<file path="src/rtl/seg7_scan_ctrl_if.sv">
`default_nettype none
// ============================================================================
// Module   : seg7_scan_ctrl_if
// Brief    : Display-value update handshake between application and scanner.
// Revision : 1.0
// ============================================================================
interface seg7_scan_ctrl_if;
  logic [15:0] in_value;
  logic [3:0]  in_dp;
  logic        in_lzs;
  logic        in_valid;
  logic        in_ready;

  modport master (output in_value, in_dp, in_lzs, in_valid, input  in_ready);
  modport slave  (input  in_value, in_dp, in_lzs, in_valid, output in_ready);
endinterface
`default_nettype wire

</file>
<file path="src/rtl/seg7_scan_ctrl.sv">
`default_nettype none
// ============================================================================
// Module   : seg7_scan_ctrl
// Brief    : 4-digit common-anode 7-segment scanner with tear-free updates.
// Revision : 1.0
// ============================================================================
module seg7_scan_ctrl #(
  parameter int DWELL = 4000,
  parameter int BLANK = 64,
  parameter bit HEX   = 1'b1
) (
  input  logic              CLK,
  input  logic              RST_N,
  seg7_scan_ctrl_if.slave   bus,
  output logic [7:0]        seg_n,
  output logic [3:0]        dig,
  output logic              frame_tick
);

  localparam int c_CMAX = (DWELL > BLANK) ? DWELL : BLANK;
  localparam int c_CW   = (c_CMAX > 1) ? $clog2(c_CMAX) : 1;
  localparam logic [c_CW-1:0] c_DWELL_LAST = c_CW'(DWELL - 1);
  localparam logic [c_CW-1:0] c_BLANK_LAST = c_CW'(BLANK - 1);

  typedef enum logic [0:0] {
    S_BLANK = 1'b0,
    S_SHOW  = 1'b1
  } state_t;

  state_t          r_state, w_state_nx;
  logic [1:0]      r_idx, w_idx_nx;
  logic [c_CW-1:0] r_cnt, w_cnt_nx;
  logic            w_boundary;

  logic [15:0] r_act_value, r_pnd_value;
  logic [3:0]  r_act_dp, r_pnd_dp;
  logic        r_act_lzs, r_pnd_lzs;
  logic        r_pend;
  logic        w_xfer;

  logic [3:0]  w_nib;
  logic [3:0]  w_nz;
  logic        w_lead_zero;
  logic [6:0]  w_glyph;
  logic [7:0]  w_seg_lit;

  logic [7:0]  r_seg_n;
  logic [3:0]  r_dig;
  logic        r_frame_tick;

  function automatic logic [6:0] f_glyph(input logic [3:0] n);
    logic [6:0] g;
    case (n)
      4'h0: g = 7'h3F;  4'h1: g = 7'h06;  4'h2: g = 7'h5B;  4'h3: g = 7'h4F;
      4'h4: g = 7'h66;  4'h5: g = 7'h6D;  4'h6: g = 7'h7D;  4'h7: g = 7'h07;
      4'h8: g = 7'h7F;  4'h9: g = 7'h6F;  4'hA: g = 7'h77;  4'hB: g = 7'h7C;
      4'hC: g = 7'h39;  4'hD: g = 7'h5E;  4'hE: g = 7'h79;  default: g = 7'h71;
    endcase
    if (!HEX && (n > 4'd9)) g = 7'h00;
    return g;
  endfunction

  // ---------------- scan sequencer ----------------
  always_ff @(posedge CLK) begin
    if (!RST_N) begin
      r_state <= S_BLANK;
      r_idx   <= 2'd0;
      r_cnt   <= '0;
    end else begin
      r_state <= w_state_nx;
      r_idx   <= w_idx_nx;
      r_cnt   <= w_cnt_nx;
    end
  end

  always_comb begin
    w_state_nx = r_state;
    w_idx_nx   = r_idx;
    w_cnt_nx   = r_cnt + 1'b1;
    w_boundary = 1'b0;
    case (r_state)
      S_BLANK: begin
        if (r_cnt == c_BLANK_LAST) begin
          w_state_nx = S_SHOW;
          w_cnt_nx   = '0;
        end
      end
      S_SHOW: begin
        if (r_cnt == c_DWELL_LAST) begin
          w_state_nx = S_BLANK;
          w_idx_nx   = r_idx + 2'd1;
          w_cnt_nx   = '0;
          w_boundary = (r_idx == 2'd3);
        end
      end
      default: begin
        w_state_nx = S_BLANK;
        w_cnt_nx   = '0;
      end
    endcase
  end

  // ---------------- shadow / active value registers ----------------
  assign w_xfer       = bus.in_valid & ~r_pend;
  assign bus.in_ready = ~r_pend;

  always_ff @(posedge CLK) begin
    if (!RST_N) begin
      r_act_value <= '0;
      r_act_dp    <= '0;
      r_act_lzs   <= 1'b0;
      r_pnd_value <= '0;
      r_pnd_dp    <= '0;
      r_pnd_lzs   <= 1'b0;
      r_pend      <= 1'b0;
    end else if (w_boundary && r_pend) begin
      r_act_value <= r_pnd_value;
      r_act_dp    <= r_pnd_dp;
      r_act_lzs   <= r_pnd_lzs;
      r_pend      <= 1'b0;
    end else if (w_xfer && w_boundary) begin
      // Nothing queued and we are on the seam: skip the shadow stage entirely.
      r_act_value <= bus.in_value;
      r_act_dp    <= bus.in_dp;
      r_act_lzs   <= bus.in_lzs;
    end else if (w_xfer) begin
      r_pnd_value <= bus.in_value;
      r_pnd_dp    <= bus.in_dp;
      r_pnd_lzs   <= bus.in_lzs;
      r_pend      <= 1'b1;
    end
  end

  // ---------------- glyph decode ----------------
  assign w_nib = r_act_value[{r_idx, 2'b00} +: 4];
  assign w_nz  = {|r_act_value[15:12], |r_act_value[11:8],
                  |r_act_value[7:4],   |r_act_value[3:0]};

  always_comb begin
    w_lead_zero = 1'b0;
    case (r_idx)
      2'd1:    w_lead_zero = ~|w_nz[3:1];
      2'd2:    w_lead_zero = ~|w_nz[3:2];
      2'd3:    w_lead_zero = ~w_nz[3];
      default: w_lead_zero = 1'b0;
    endcase
  end

  assign w_glyph   = (r_act_lzs && w_lead_zero) ? 7'h00 : f_glyph(w_nib);
  assign w_seg_lit = {~r_act_dp[r_idx], ~w_glyph};

  // Digit enable and segments come from the same registered state, so they switch together.
  always_ff @(posedge CLK) begin
    if (!RST_N) begin
      r_dig        <= 4'b0000;
      r_seg_n      <= 8'hFF;
      r_frame_tick <= 1'b0;
    end else begin
      r_frame_tick <= w_boundary;
      if (r_state == S_SHOW) begin
        r_dig   <= 4'b0001 << r_idx;
        r_seg_n <= w_seg_lit;
      end else begin
        r_dig   <= 4'b0000;
        r_seg_n <= 8'hFF;
      end
    end
  end

  assign dig        = r_dig;
  assign seg_n      = r_seg_n;
  assign frame_tick = r_frame_tick;

endmodule
`default_nettype wire

</file>
<file path="src/flat_wrapper.sv">
// flat-port wrapper written by rule: the top's interface ports become plain ports
module seg7_scan_ctrl_flat 
#(
  parameter int DWELL = 4000,
  parameter int BLANK = 64,
  parameter bit HEX   = 1'b1
)
  (CLK, RST_N, seg_n, dig, frame_tick, bus_in_value, bus_in_dp, bus_in_lzs, bus_in_valid, bus_in_ready);
  seg7_scan_ctrl_if bus_i ();
  input  logic CLK;
  input  logic RST_N;
  output logic [7:0] seg_n;
  output logic [3:0] dig;
  output logic frame_tick;
  input wire logic [$bits(bus_i.in_value)-1:0] bus_in_value;
  input wire logic [$bits(bus_i.in_dp)-1:0] bus_in_dp;
  input wire logic [$bits(bus_i.in_lzs)-1:0] bus_in_lzs;
  input wire logic [$bits(bus_i.in_valid)-1:0] bus_in_valid;
  output wire logic [$bits(bus_i.in_ready)-1:0] bus_in_ready;
  assign bus_i.in_value = bus_in_value;
  assign bus_i.in_dp = bus_in_dp;
  assign bus_i.in_lzs = bus_in_lzs;
  assign bus_i.in_valid = bus_in_valid;
  assign bus_in_ready = bus_i.in_ready;
  seg7_scan_ctrl #(.DWELL(DWELL), .BLANK(BLANK), .HEX(HEX)) u_core (.CLK(CLK), .RST_N(RST_N), .bus(bus_i), .seg_n(seg_n), .dig(dig), .frame_tick(frame_tick));
endmodule
</file>
<file path="config.mk">
export PLATFORM = sky130hd
export DESIGN_NAME = seg7_scan_ctrl_flat
export DESIGN_NICKNAME = d
export VERILOG_FILES = /design/src/rtl/seg7_scan_ctrl_if.sv /design/src/rtl/seg7_scan_ctrl.sv /design/src/flat_wrapper.sv
export SDC_FILE = /design/constraint.sdc
export NUM_CORES = 1
export LEC_CHECK = 0
export ABC_AREA = 1
export CAP_MARGIN = 10
export CORE_UTILIZATION = 50
export CTS_BUF_LIST = sky130_fd_sc_hd__clkbuf_8
export DETAILED_ROUTE_END_ITERATION = 16
export MAX_ROUTING_LAYER = met4
export PLACE_DENSITY = 0.75
export SLEW_MARGIN = 10
export SYNTH_ARGS = -nofsm -noshare
export SYNTH_HDL_FRONTEND = slang
export SYNTH_SLANG_ARGS = --single-unit
</file>
<file path="constraint.sdc">
create_clock -name CLK -period 1.65 [get_ports CLK]
set_input_delay 0.2475 -clock CLK [delete_from_list [all_inputs] [get_ports CLK]]
set_output_delay 0.2475 -clock CLK [all_outputs]
set_load 0.005 [all_outputs]
</file>
==> reports/metrics.yaml <==
min_path:
  hold_path_class: "flop to flop"
  hold_depth: 1
  whs_endpoint: "u_core.r_cnt[0]"
  hp-start: "u_core.r_cnt[0]"
power_and_ir_drop:
  swShare_pct: 24.0
  combPwrFrac_pct: 9.3
  internal_power_w: 0.00267
  p_leak_nw: 2.20
  power_switching_w: 0.000843
  peakVddDrop_mv: 0.567
  clockPowerShare_pct: 39.8
  power.density_nw_per_um2: 779
  pwr-share-seq_pct: 50.9
  power.total_w: 0.00351
clock_network:
  ctsLongestPathBuffers: 2
  clk_pin_slew_worst_paths_ns: 0.08
  h-tree-depth: 3
  numCtsBuffers: 9
  hold_buffers: 0
  insertion_delay_ns: 0.34
  clockRootBuffer: "clkbuf_8"
  cts_sinks: 71
  cts_tree: "built"
synthesis:
  ys_ff_latch: 71
  ys_types: 30
  synthArstFlopShare_pct: 0
  yosysSeqAreaShare_pct: 39.8
  avgSynthCellArea_um2: 6.72
  synth_most_common_cell: "nand2_1"
  synth_area_um2: 3570
  ys_warn_count: 0
  synth_top_area_share_pct: 39.8
  synth_flop_cell: "dfxtp_1"
  synth_edf_count: 0
  netlist_top_cells_count: "162 x nand2_1, 71 x dfxtp_1, 63 x inv_1"
  syn_nets: 566
  synth_cells: 531
  synth_area_leaders: "dfxtp_1 40%, nand2_1 17%, a21oi_1 6.7%"
  synth_top_area_cell: "dfxtp_1"
placed_design:
  dp_slack_ns: -0.0260
  port_buffers: 37
  gp_congestion: 0.902
  dpl.hpwl_mm: 5.28
setup_path:
  reg2reg_to: "u_core.seg_n[0]"
  critPathArrivalTime_ns: 1.37
  cp.depth: 2
  slowest_delay_ns: 0.46
  crit_family: "buffers and inverters"
  r2r_slack_ns: 0.09
  cp_slowest_cell: "dfxtp_1"
  path_max_fanout: 5
  rr_worst_depth: 11
  endpoint_kind: "primary output"
  crit_type: "flop to primary output"
  crit_path_cell_trace: "inv_2 > clkdlybuf4s50_1"
  startpoint: "u_core.r_pend"
  critical_path_buf_inv_count: 2
  start_kind: "flop"
  reg2reg_from: "u_core.r_idx[0]"
  cp.required_ns: 1.40
grt:
  grt_first_pass_wirelength_mm: 13.4
  antenna_found_initial: 0
  grt_remaining_overflow: 0
  grt_start_max_net_pins: 45
  grt_use_total_pct: 23.3
  grt_pass1_vias: 3076
sta:
  worst_slack_ns: 0.0370
  relSlewSlack_pct: 75.9
  worst_slew_pin_slew_ns: 0.358
  period_share_pct: 97.8
  skew_ns: 0.00725
  drv_slew: 0
  finalHoldViolCount: 0
  setup_violations: 0
  period_needed_ns: 1.61
  max_freq_mhz: 620
flow_run:
  cap_violations: 0
die:
  ios: 38
  dieArea_um2: 7480
  dieHeight_um: 86.5
  fp-row-count: 30
  core_um2: 6830
  die_w_um: 86.5
  initial_core_util_pct: 52.3
detailed_routing:
  wl_per_cell_um: 11.3
  ant_nets: 0
  totalWireLength_mm: 7.73
  drt_first_pass_iters: 4
  drtIter0Drc: 123
  via_count: 3271
  viasPerCell: 4.78
  drc: 0
final_layout:
  drive_above_1_share_pct: 15.6
  area_delta_synth_final_pct: 26.2
  fin_nets: 618
  finalCoreUtilization_pct: 65.9
  antenna_cells: 0
status:
  outcome: "finished clean"
==> registers in the layout, summed over array words and instances (netlist names), 2 cells and up <==
name                count
u_core.dig              4
u_core.r_act_dp         4
u_core.seg_n            8
u_core.r_idx            2
u_core.r_pnd_value     16
u_core.r_cnt           12
u_core.r_pnd_dp         4
u_core.r_act_value     16
==> final cells by class <==
type,count,area [µm²]
Timing Repair inverter,1,5.00
Sequential cell,71,1430
Tap cell,96,120
Fill cell,623,2330
Multi-Input combinational cell,368,1860
Inverter,68,260
Timing Repair Buffer,64,637
Clock buffer,10,138
Clock inverter,6,61.3
==> how the worst max path moves through the flow <==
stage / endpoint / slack (ns)
final: bus_in_ready / 0.04
after global routing: bus_in_ready / -0.02
after CTS: bus_in_ready / 0.01
after detailed placement: u_core.seg_n[3] / -0.03
after global placement: u_core.seg_n[3] / 0.08
after floorplan: u_core.seg_n[0] / 0.009
==> cells by family (layout without fill, tap and decap cells) <==
| kind of cell | Yosys count | in the layout | synth area share, % |
|---|---|---|---|
| xor gates and xnor gates | 9 | 9 | 2.21 |
| and+or+nand+nor | 286 | 286 | 34.5 |
| buffers and inverters | 92 | 149 | 10.5 |
| adders and majority gates | 11 | 11 | 3.86 |
| AOI/OAI and AO/OA | 62 | 62 | 9.11 |
| DFF | 71 | 71 | 39.8 |
==> stage by stage <==
stage          TNS [ns]  hold WS (ns)  cells  instance area (µm²)
2_1_floorplan         0         0.413    531                 3570
3_3_place_gp          0         0.422    663                 4180
3_5_place_dp    -0.0260         0.438    663                 4180
4_1_cts               0         0.451    679                 4380
5_1_grt         -0.0426         0.455    684                 4500
6_report              0         0.438    684                 4500
==> routing by layer <==
layer  routed length (µm)  GRT usage [%]  up-vias  part of all wire (%)
li1                     -              -     1744                     -
met1                 3550           27.4     1455                    46
met2                 3830           38.9       63                    50
met3                  270           5.24        9                   3.5
met4                   88           8.48        0                   1.1
met5                    0              -        -                     0
==> layout by cell type, fill, tap and decap left out, types with 5 or more instances in the layout <==
cell type / n
buf_4: 20
nand3_1: 37
clkbuf_8: 10
or2_2: 22
o21ai_0: 5
inv_1: 62
ha_1: 8
clkdlybuf4s50_1: 37
nand2_1: 159
nor3_1: 7
inv_2: 6
nor2_1: 43
dfxtp_1: 68
xor2_1: 6
a21oi_1: 47
buf_12: 5
==> power by group through the flow <==
stage	sequential [W]	clock, W	combinational [W]
finish	0.00179	0.00140	0.000325
global route	0.00179	0.00152	0.000366
CTS	0.00178	0.00143	0.000318
detailed placement	0.00182	0	0.000316
global placement	0.00182	0	0.000309
floorplan	0.00182	0	0.000198
==> timing repair <==
item,CTS,global route
setup buffers,0,3
setup endpoints to repair,4,60
gates cloned,0,2
pin swaps,0,4
gates resized for setup,3,24
Power figures use the tool's default switching activity.
